===== config.mk =====
export PLATFORM = sky130hd
export DESIGN_NAME = bitmap_decryption_engine_flat
export DESIGN_NICKNAME = d
export VERILOG_FILES = /design/src/rtl/bitmap_decryption_engine_if.sv /design/src/rtl/bitmap_decryption_engine.sv /design/src/flat_wrapper.sv
export SDC_FILE = /design/constraint.sdc
export NUM_CORES = 2
export LEC_CHECK = 0
export CAP_MARGIN = 20
export CORE_UTILIZATION = 55
export CTS_CLUSTER_SIZE = 30
export DETAILED_ROUTE_END_ITERATION = 6
export PLACE_DENSITY = 0.85
export SLEW_MARGIN = 10
export SYNTH_ARGS = -nofsm -noshare
export SYNTH_HDL_FRONTEND = slang
export SYNTH_SLANG_ARGS = --single-unit

===== constraint.sdc =====
create_clock -name clock -period 5 [get_ports clock]
set_clock_uncertainty 0.1 [all_clocks]
set_input_delay 1 -clock clock [delete_from_list [all_inputs] [get_ports clock]]
set_output_delay 1 -clock clock [all_outputs]
set_load 0.02 [all_outputs]

===== src/rtl/bitmap_decryption_engine_if.sv =====
// Bus between the key-provisioning controller / bitmap memory port 0 and the
// decryption engine. The engine uses the master modport.
interface bitmap_decryption_engine_if #(
    parameter int BITMAP_MEM_WIDTH = 128,
    parameter int AW               = 11
);
    logic                        init;
    logic [BITMAP_MEM_WIDTH-1:0] key;
    logic                        done_init;
    logic                        start;
    logic [AW-1:0]               bit_map_depth;
    logic [AW-1:0]               dec_addr;
    logic [BITMAP_MEM_WIDTH-1:0] encr_data;
    logic [BITMAP_MEM_WIDTH-1:0] dec_data;
    logic                        dec_valid;
    logic                        dec_eng_ready;
    logic                        done;

    modport master (
        input  init, key, start, bit_map_depth, encr_data,
        output done_init, dec_addr, dec_data, dec_valid, dec_eng_ready, done
    );

    modport slave (
        output init, key, start, bit_map_depth, encr_data,
        input  done_init, dec_addr, dec_data, dec_valid, dec_eng_ready, done
    );
endinterface


===== src/rtl/bitmap_decryption_engine.sv =====
// Iterative in-place bitmap decryptor: rotate-XOR key schedule on init,
// then read / 10-round decrypt / write back each word at 15 cycles per word.
module bitmap_decryption_engine #(
    parameter int BITMAP_MEM_WIDTH     = 128,
    parameter int MAX_BITMAP_MEM_DEPTH = 2048,
    localparam int AW                  = $clog2(MAX_BITMAP_MEM_DEPTH)
) (
    input  logic                          clock,
    input  logic                          reset,
    bitmap_decryption_engine_if.master    bus
);
    localparam int W = BITMAP_MEM_WIDTH;

    typedef enum logic [3:0] {
        IDLE, KEYGEN, RD_ADDR, RD_WAIT, LOAD, ROUND, WRITE, NEXT, FINISH
    } state_e;

    function automatic logic [W-1:0] rol1(input logic [W-1:0] x);
        return {x[W-2:0], x[W-1]};
    endfunction

    function automatic logic [W-1:0] ror1(input logic [W-1:0] x);
        return {x[0], x[W-1:1]};
    endfunction

    state_e         state_q, state_d;
    logic [W-1:0]   k0_q, k0_d;
    logic [W-1:0]   rk_q, rk_d;
    logic [W-1:0]   s_q, s_d;
    logic [W-1:0]   w_q, w_d;
    logic [W-1:0]   dec_data_q, dec_data_d;
    logic [3:0]     cnt_q, cnt_d;
    logic [AW-1:0]  addr_q, addr_d;
    logic [AW-1:0]  depth_q, depth_d;
    logic           key_valid_q, key_valid_d;
    logic           done_init_q, done_init_d;
    logic [AW:0]    addr_inc;

    assign addr_inc = {1'b0, addr_q} + {{AW{1'b0}}, 1'b1};

    always_comb begin
        state_d     = state_q;
        k0_d        = k0_q;
        rk_d        = rk_q;
        s_d         = s_q;
        w_d         = w_q;
        dec_data_d  = dec_data_q;
        cnt_d       = cnt_q;
        addr_d      = addr_q;
        depth_d     = depth_q;
        key_valid_d = key_valid_q;
        done_init_d = 1'b0;

        case (state_q)
            IDLE: begin
                if (bus.init) begin
                    k0_d    = bus.key;
                    rk_d    = bus.key;
                    cnt_d   = 4'd0;
                    state_d = KEYGEN;
                end else if (bus.start && key_valid_q) begin
                    depth_d = bus.bit_map_depth;
                    addr_d  = '0;
                    state_d = (bus.bit_map_depth == '0) ? FINISH : RD_ADDR;
                end
            end
            // Ten rotations leave RK = RK_10, the first key the rounds need.
            KEYGEN: begin
                rk_d = rol1(rk_q);
                if (cnt_q == 4'd9) begin
                    cnt_d       = 4'd0;
                    key_valid_d = 1'b1;
                    done_init_d = 1'b1;
                    state_d     = IDLE;
                end else begin
                    cnt_d = cnt_q + 4'd1;
                end
            end
            RD_ADDR: state_d = RD_WAIT;
            RD_WAIT: state_d = LOAD;
            LOAD: begin
                s_d     = bus.encr_data;
                w_d     = rk_q;
                cnt_d   = 4'd10;
                state_d = ROUND;
            end
            // Round r consumes RK_r; W walks back toward K0 one bit per round.
            ROUND: begin
                s_d   = ror1(s_q) ^ w_q;
                w_d   = ror1(w_q);
                cnt_d = cnt_q - 4'd1;
                if (cnt_q == 4'd1)
                    state_d = WRITE;
            end
            WRITE: begin
                dec_data_d = s_q ^ k0_q;
                state_d    = NEXT;
            end
            // Address stops at depth-1 so dec_addr never points past the job.
            NEXT: begin
                if (addr_inc == {1'b0, depth_q}) begin
                    state_d = FINISH;
                end else begin
                    addr_d  = addr_inc[AW-1:0];
                    state_d = RD_ADDR;
                end
            end
            FINISH:  state_d = IDLE;
            default: state_d = IDLE;
        endcase
    end

    always_ff @(posedge clock) begin
        if (reset) begin
            state_q     <= IDLE;
            k0_q        <= '0;
            rk_q        <= '0;
            s_q         <= '0;
            w_q         <= '0;
            dec_data_q  <= '0;
            cnt_q       <= '0;
            addr_q      <= '0;
            depth_q     <= '0;
            key_valid_q <= 1'b0;
            done_init_q <= 1'b0;
        end else begin
            state_q     <= state_d;
            k0_q        <= k0_d;
            rk_q        <= rk_d;
            s_q         <= s_d;
            w_q         <= w_d;
            dec_data_q  <= dec_data_d;
            cnt_q       <= cnt_d;
            addr_q      <= addr_d;
            depth_q     <= depth_d;
            key_valid_q <= key_valid_d;
            done_init_q <= done_init_d;
        end
    end

    assign bus.dec_addr      = addr_q;
    assign bus.dec_valid     = (state_q == WRITE);
    assign bus.dec_data      = (state_q == WRITE) ? (s_q ^ k0_q) : dec_data_q;
    assign bus.done          = (state_q == FINISH);
    assign bus.dec_eng_ready = (state_q == IDLE);
    assign bus.done_init     = done_init_q;

endmodule


===== src/flat_wrapper.sv =====
// flat-port wrapper written by rule: the top's interface ports become plain ports
module bitmap_decryption_engine_flat 
#(
    parameter int BITMAP_MEM_WIDTH     = 128,
    parameter int MAX_BITMAP_MEM_DEPTH = 2048,
    localparam int AW                  = $clog2(MAX_BITMAP_MEM_DEPTH)
)
  (clock, reset, bus_init, bus_key, bus_start, bus_bit_map_depth, bus_encr_data, bus_done_init, bus_dec_addr, bus_dec_data, bus_dec_valid, bus_dec_eng_ready, bus_done);
  bitmap_decryption_engine_if #(.BITMAP_MEM_WIDTH(BITMAP_MEM_WIDTH), .AW((11))) bus_i ();
  input  logic clock;
  input  logic reset;
  input wire logic [$bits(bus_i.init)-1:0] bus_init;
  input wire logic [$bits(bus_i.key)-1:0] bus_key;
  input wire logic [$bits(bus_i.start)-1:0] bus_start;
  input wire logic [$bits(bus_i.bit_map_depth)-1:0] bus_bit_map_depth;
  input wire logic [$bits(bus_i.encr_data)-1:0] bus_encr_data;
  output wire logic [$bits(bus_i.done_init)-1:0] bus_done_init;
  output wire logic [$bits(bus_i.dec_addr)-1:0] bus_dec_addr;
  output wire logic [$bits(bus_i.dec_data)-1:0] bus_dec_data;
  output wire logic [$bits(bus_i.dec_valid)-1:0] bus_dec_valid;
  output wire logic [$bits(bus_i.dec_eng_ready)-1:0] bus_dec_eng_ready;
  output wire logic [$bits(bus_i.done)-1:0] bus_done;
  assign bus_i.init = bus_init;
  assign bus_i.key = bus_key;
  assign bus_i.start = bus_start;
  assign bus_i.bit_map_depth = bus_bit_map_depth;
  assign bus_i.encr_data = bus_encr_data;
  assign bus_done_init = bus_i.done_init;
  assign bus_dec_addr = bus_i.dec_addr;
  assign bus_dec_data = bus_i.dec_data;
  assign bus_dec_valid = bus_i.dec_valid;
  assign bus_dec_eng_ready = bus_i.dec_eng_ready;
  assign bus_done = bus_i.done;
  bitmap_decryption_engine #(.BITMAP_MEM_WIDTH(BITMAP_MEM_WIDTH), .MAX_BITMAP_MEM_DEPTH(MAX_BITMAP_MEM_DEPTH)) u_core (.clock(clock), .reset(reset), .bus(bus_i));
endmodule

==> qor.csv <==
stage,metric,value,unit
status,status,"complete, but fails checks",
worst_setup_path,CP Launch Type,flip-flop,
detailed_routing,first-pass iteration count of the detailed router,7,
worst_setup_path,Top delay family on crit path,buffers and inverters,
cts,CTS tree,done,
timing,Final TNS setup,0,ns
power_and_ir_drop,pwr dens,368,nW/um^2
power_and_ir_drop,clock share of power,40.7,%
cts,H-tree depth,3,
cts,CTS buffer count,70,
cells_and_area,Final Util,68.7,%
cells_and_area,share of layout cells above drive strength 1,4.06,%
detailed_routing,Post-DRT Antenna Nets,0,
cells_and_area,synthesis-to-layout area growth,23.5,%
floorplan,boundary pin count,414,
cts,CTS resizes,0,
grt,vias in the first global route,23200,
worst_setup_path,arrival time worst endpoint,3.23,ns
yosys,Synth warnings,0,
worst_setup_path,R2R Setup Slk,1.54,ns
grt,largest net degree at the start of global routing,189,
yosys,Main synth FF type,dfxtp_1,
grt,global route total overflow,0,
worst_setup_path,CP Class,reg -> out,
worst_setup_path,CP Capture Type,output port,
power_and_ir_drop,leakage power,11.6,nW
yosys,Cell variety after synth,51,
floorplan,row count,83,
timing,final setup vio count,0,
cts,clock-pin slew on the worst setup and hold paths,0.06,ns
grt,GRT Overall Usage,27.9,%
cts,buffer count from post-CTS setup fixing,0,
power_and_ir_drop,sw power,3.46,mW
placed_design,dpl cell area,32800,um^2
worst_setup_path,Buf/Inv on CP,2,
grt,first-pass GRT wire length,121,mm
cells_and_area,NumNets Final,3965,
detailed_routing,via count,24900,
floorplan,starting density of the core,55.7,%
worst_setup_path,crit-path cells,nand2_1 > nor3_2 > buf_12 > nor2_1 > a21oi_1 > clkdlybuf4s50_1,
power_and_ir_drop,Logic pwr share,13.7,%
power_and_ir_drop,Sequential Power Share,45.6,%
worst_setup_path,crit-path max FO,82,
worst_setup_path,crit-path max cell delay,0.65,ns
timing,Least-Margin Pin Slew,1.11,ns
detailed_routing,DRC viols,4,
yosys,Mapped Cells,3451,
timing,RSZ-0062 raised after global routing,false,
cts,clk_lat worst skew,0.61,ns
timing,Tmin final,4.33,ns
worst_setup_path,slowest CP cell,clkdlybuf4s50_1,
yosys,number of synthesized register bits,672,
power_and_ir_drop,total power,13.0,mW
worst_setup_path,Critical Path RT,3.90,ns
run,MaxCap Viol Count,0,
power_and_ir_drop,Max VDD drop,0.000351,V
cts,Root Driver,clkbuf_16,
timing,Final Max Tran Viols,0,
placed_design,Placer Congestion,0.829,
timing,Max-slew headroom,25.8,%
yosys,Synth Net Count,3726,
detailed_routing,final WL,75.8,mm
floorplan,die footprint,52800,um^2
floorplan,Chip Height,230,um
floorplan,die width,230,um
cts,Post-CTS Hold Buffers,0,
power_and_ir_drop,Int Power,9.52,mW
timing,final hold violations,0,
status,failing checks,design-rule violations,
detailed_routing,Avg WL per Cell,17.1,um
hold_path,Tightest Hold Check Type,reg -> reg,
detailed_routing,Via density,5.62,
cells_and_area,fin area,35300,um^2
cts,Max clock buf depth,3,
placed_design,DP HPWL,47.7,mm
yosys,Netlist Area Pre-Place,28600,um^2
yosys,sequential element share of the synthesized area,47.1,%
timing,max frequency,0.231,GHz
cts,Sink Count,672,
yosys,syn_area_per_cell,8.27,um^2
placed_design,Buffers on Ports,413,
timing,Final period util,86.5,%
yosys,Post-synth ARST share,0,%
yosys,"EDFF count, synth",0,
grt,initial antenna violation count,12,
floorplan,total core area,51300,um^2
power_and_ir_drop,Switching Share,26.6,%
detailed_routing,initial DRC count,1751,
cell type report:
| cell class | instances | area (um^2) |
|---|---|---|
| repair buffers | 438 | 4480 |
| clock buffers | 107 | 2160 |
| well taps | 680 | 851 |
| inverters | 6 | 25.0 |
| fillers | 3938 | 16000 |
| clock inverters | 17 | 195 |
| multi-input cells | 2502 | 14100 |
| diodes | 10 | 25.0 |
| flip-flops and latches | 672 | 13500 |
Yosys cell counts, types with 7 or more instances:
cell type / n / share of area [%]
nand3_1: 7 / 0.12
a211oi_1: 133 / 3.5
a31oi_1: 134 / 2.9
nand4_1: 9 / 0.20
a21oi_1: 404 / 7.1
clkbuf_1: 256 / 3.4
nor2_1: 271 / 3.6
o211ai_1: 132 / 3.5
buf_1: 10 / 0.13
xnor2_1: 264 / 8.1
nand2_1: 804 / 11
nor3_1: 8 / 0.14
mux2i_1: 132 / 4.6
dfxtp_1: 672 / 47
and2_1: 133 / 2.9
layer usage:
layer / part of all wire, % / routed length (um) / vias to the layer above / GRT usage [%]
met3: 6.2 / 4720 / 159 / 5.58
li1: - / - / 12200 / -
met4: 3.0 / 2300 / 6 / 9.91
met1: 43 / 32700 / 11800 / 36.2
met2: 48 / 36100 / 727 / 46.1
met5: 0.059 / 45 / - / 0
registers in the layout (all words and copies together) (netlist names):
| register | count |
|---|---|
| u_core.bus.done_init | 1 |
| u_core.k0_q | 128 |
| u_core.rk_q | 128 |
| u_core.cnt_q | 4 |
| u_core.key_valid_q | 1 |
| u_core.w_q | 128 |
| u_core.bus.dec_addr | 11 |
| u_core.state_q | 4 |
| u_core.depth_q | 11 |
| u_core.s_q | 128 |
| u_core.dec_data_q | 128 |
cells by family after synthesis:
logic type,share of synthesized area (%)
simple gates,18.5
fa+ha+maj,0.175
buf+inv,3.69
flops,47.1
mux,4.63
compound gates,17.6
xor+xnor,8.25
stage by stage:
stage / setup slack (ns) / cells / hold WS [ns]
floorplan: 1.90 / 3451 / 0.348
global placement: 1.40 / 4296 / 0.354
detailed placement: 1.30 / 4296 / 0.359
CTS: 0.593 / 4420 / 0.367
global route: 0.466 / 4430 / 0.383
finish: 0.673 / 4432 / 0.366
path summary, 6_finish.rpt:
kind,from,end,cells after the start
setup / recovery,u_core.state_q[1]$_SDFFE_PP0P_,bus_dec_data[29],6
hold reg to reg,u_core.k0_q[68]$_SDFFE_PP0P_,u_core.k0_q[68]$_SDFFE_PP0P_,2
hold / removal,u_core.k0_q[68]$_SDFFE_PP0P_,u_core.k0_q[68]$_SDFFE_PP0P_,2
setup reg to reg,u_core.state_q[0]$_SDFFE_PP0P_,u_core.rk_q[43]$_SDFFE_PP0P_,8
power by group through the flow:
stage | clock network, mW | registers, mW | logic (mW)
after floorplan | 0 | 5.95 | 1.20
after global placement | 0 | 6.02 | 1.72
after detailed placement | 0 | 6.03 | 1.76
after CTS | 5.36 | 5.91 | 1.78
after global routing | 5.58 | 5.96 | 1.95
final | 5.28 | 5.92 | 1.78
tightest hold or removal path, cell delays in order, from the launching register on:
cell and delay, ns:
dfxtp_1 0.32, nand2_1 0.05, a21oi_1 0.05
cell usage in the layout (no fill, tap or decap), drive strengths merged, types with 3 or more instances in the layout:
master | synthesis | layout
and2 | 133 | 133
nor2 | 271 | 271
o2111ai | 3 | 3
nand2b | 4 | 4
o211ai | 132 | 132
clkdlybuf4s50 | 0 | 412
ha | 4 | 4
nor2b | 3 | 3
nor4 | 4 | 4
xnor2 | 264 | 264
diode | 0 | 10
a21oi | 404 | 404
o21ai | 6 | 6
dfxtp | 672 | 672
bufinv | 0 | 3
a211oi | 133 | 133
nand2 | 805 | 805
nand4 | 11 | 11
or4 | 4 | 4
xor2 | 5 | 5
nand3 | 8 | 8
or3 | 6 | 6
mux2i | 132 | 132
nor3 | 8 | 8
a31oi | 134 | 134
clkbuf | 256 | 107
buf | 15 | 26
inv | 6 | 8
and4 | 4 | 4
clkinv | 0 | 10
No activity file was read; power rests on OpenSTA's default activity.
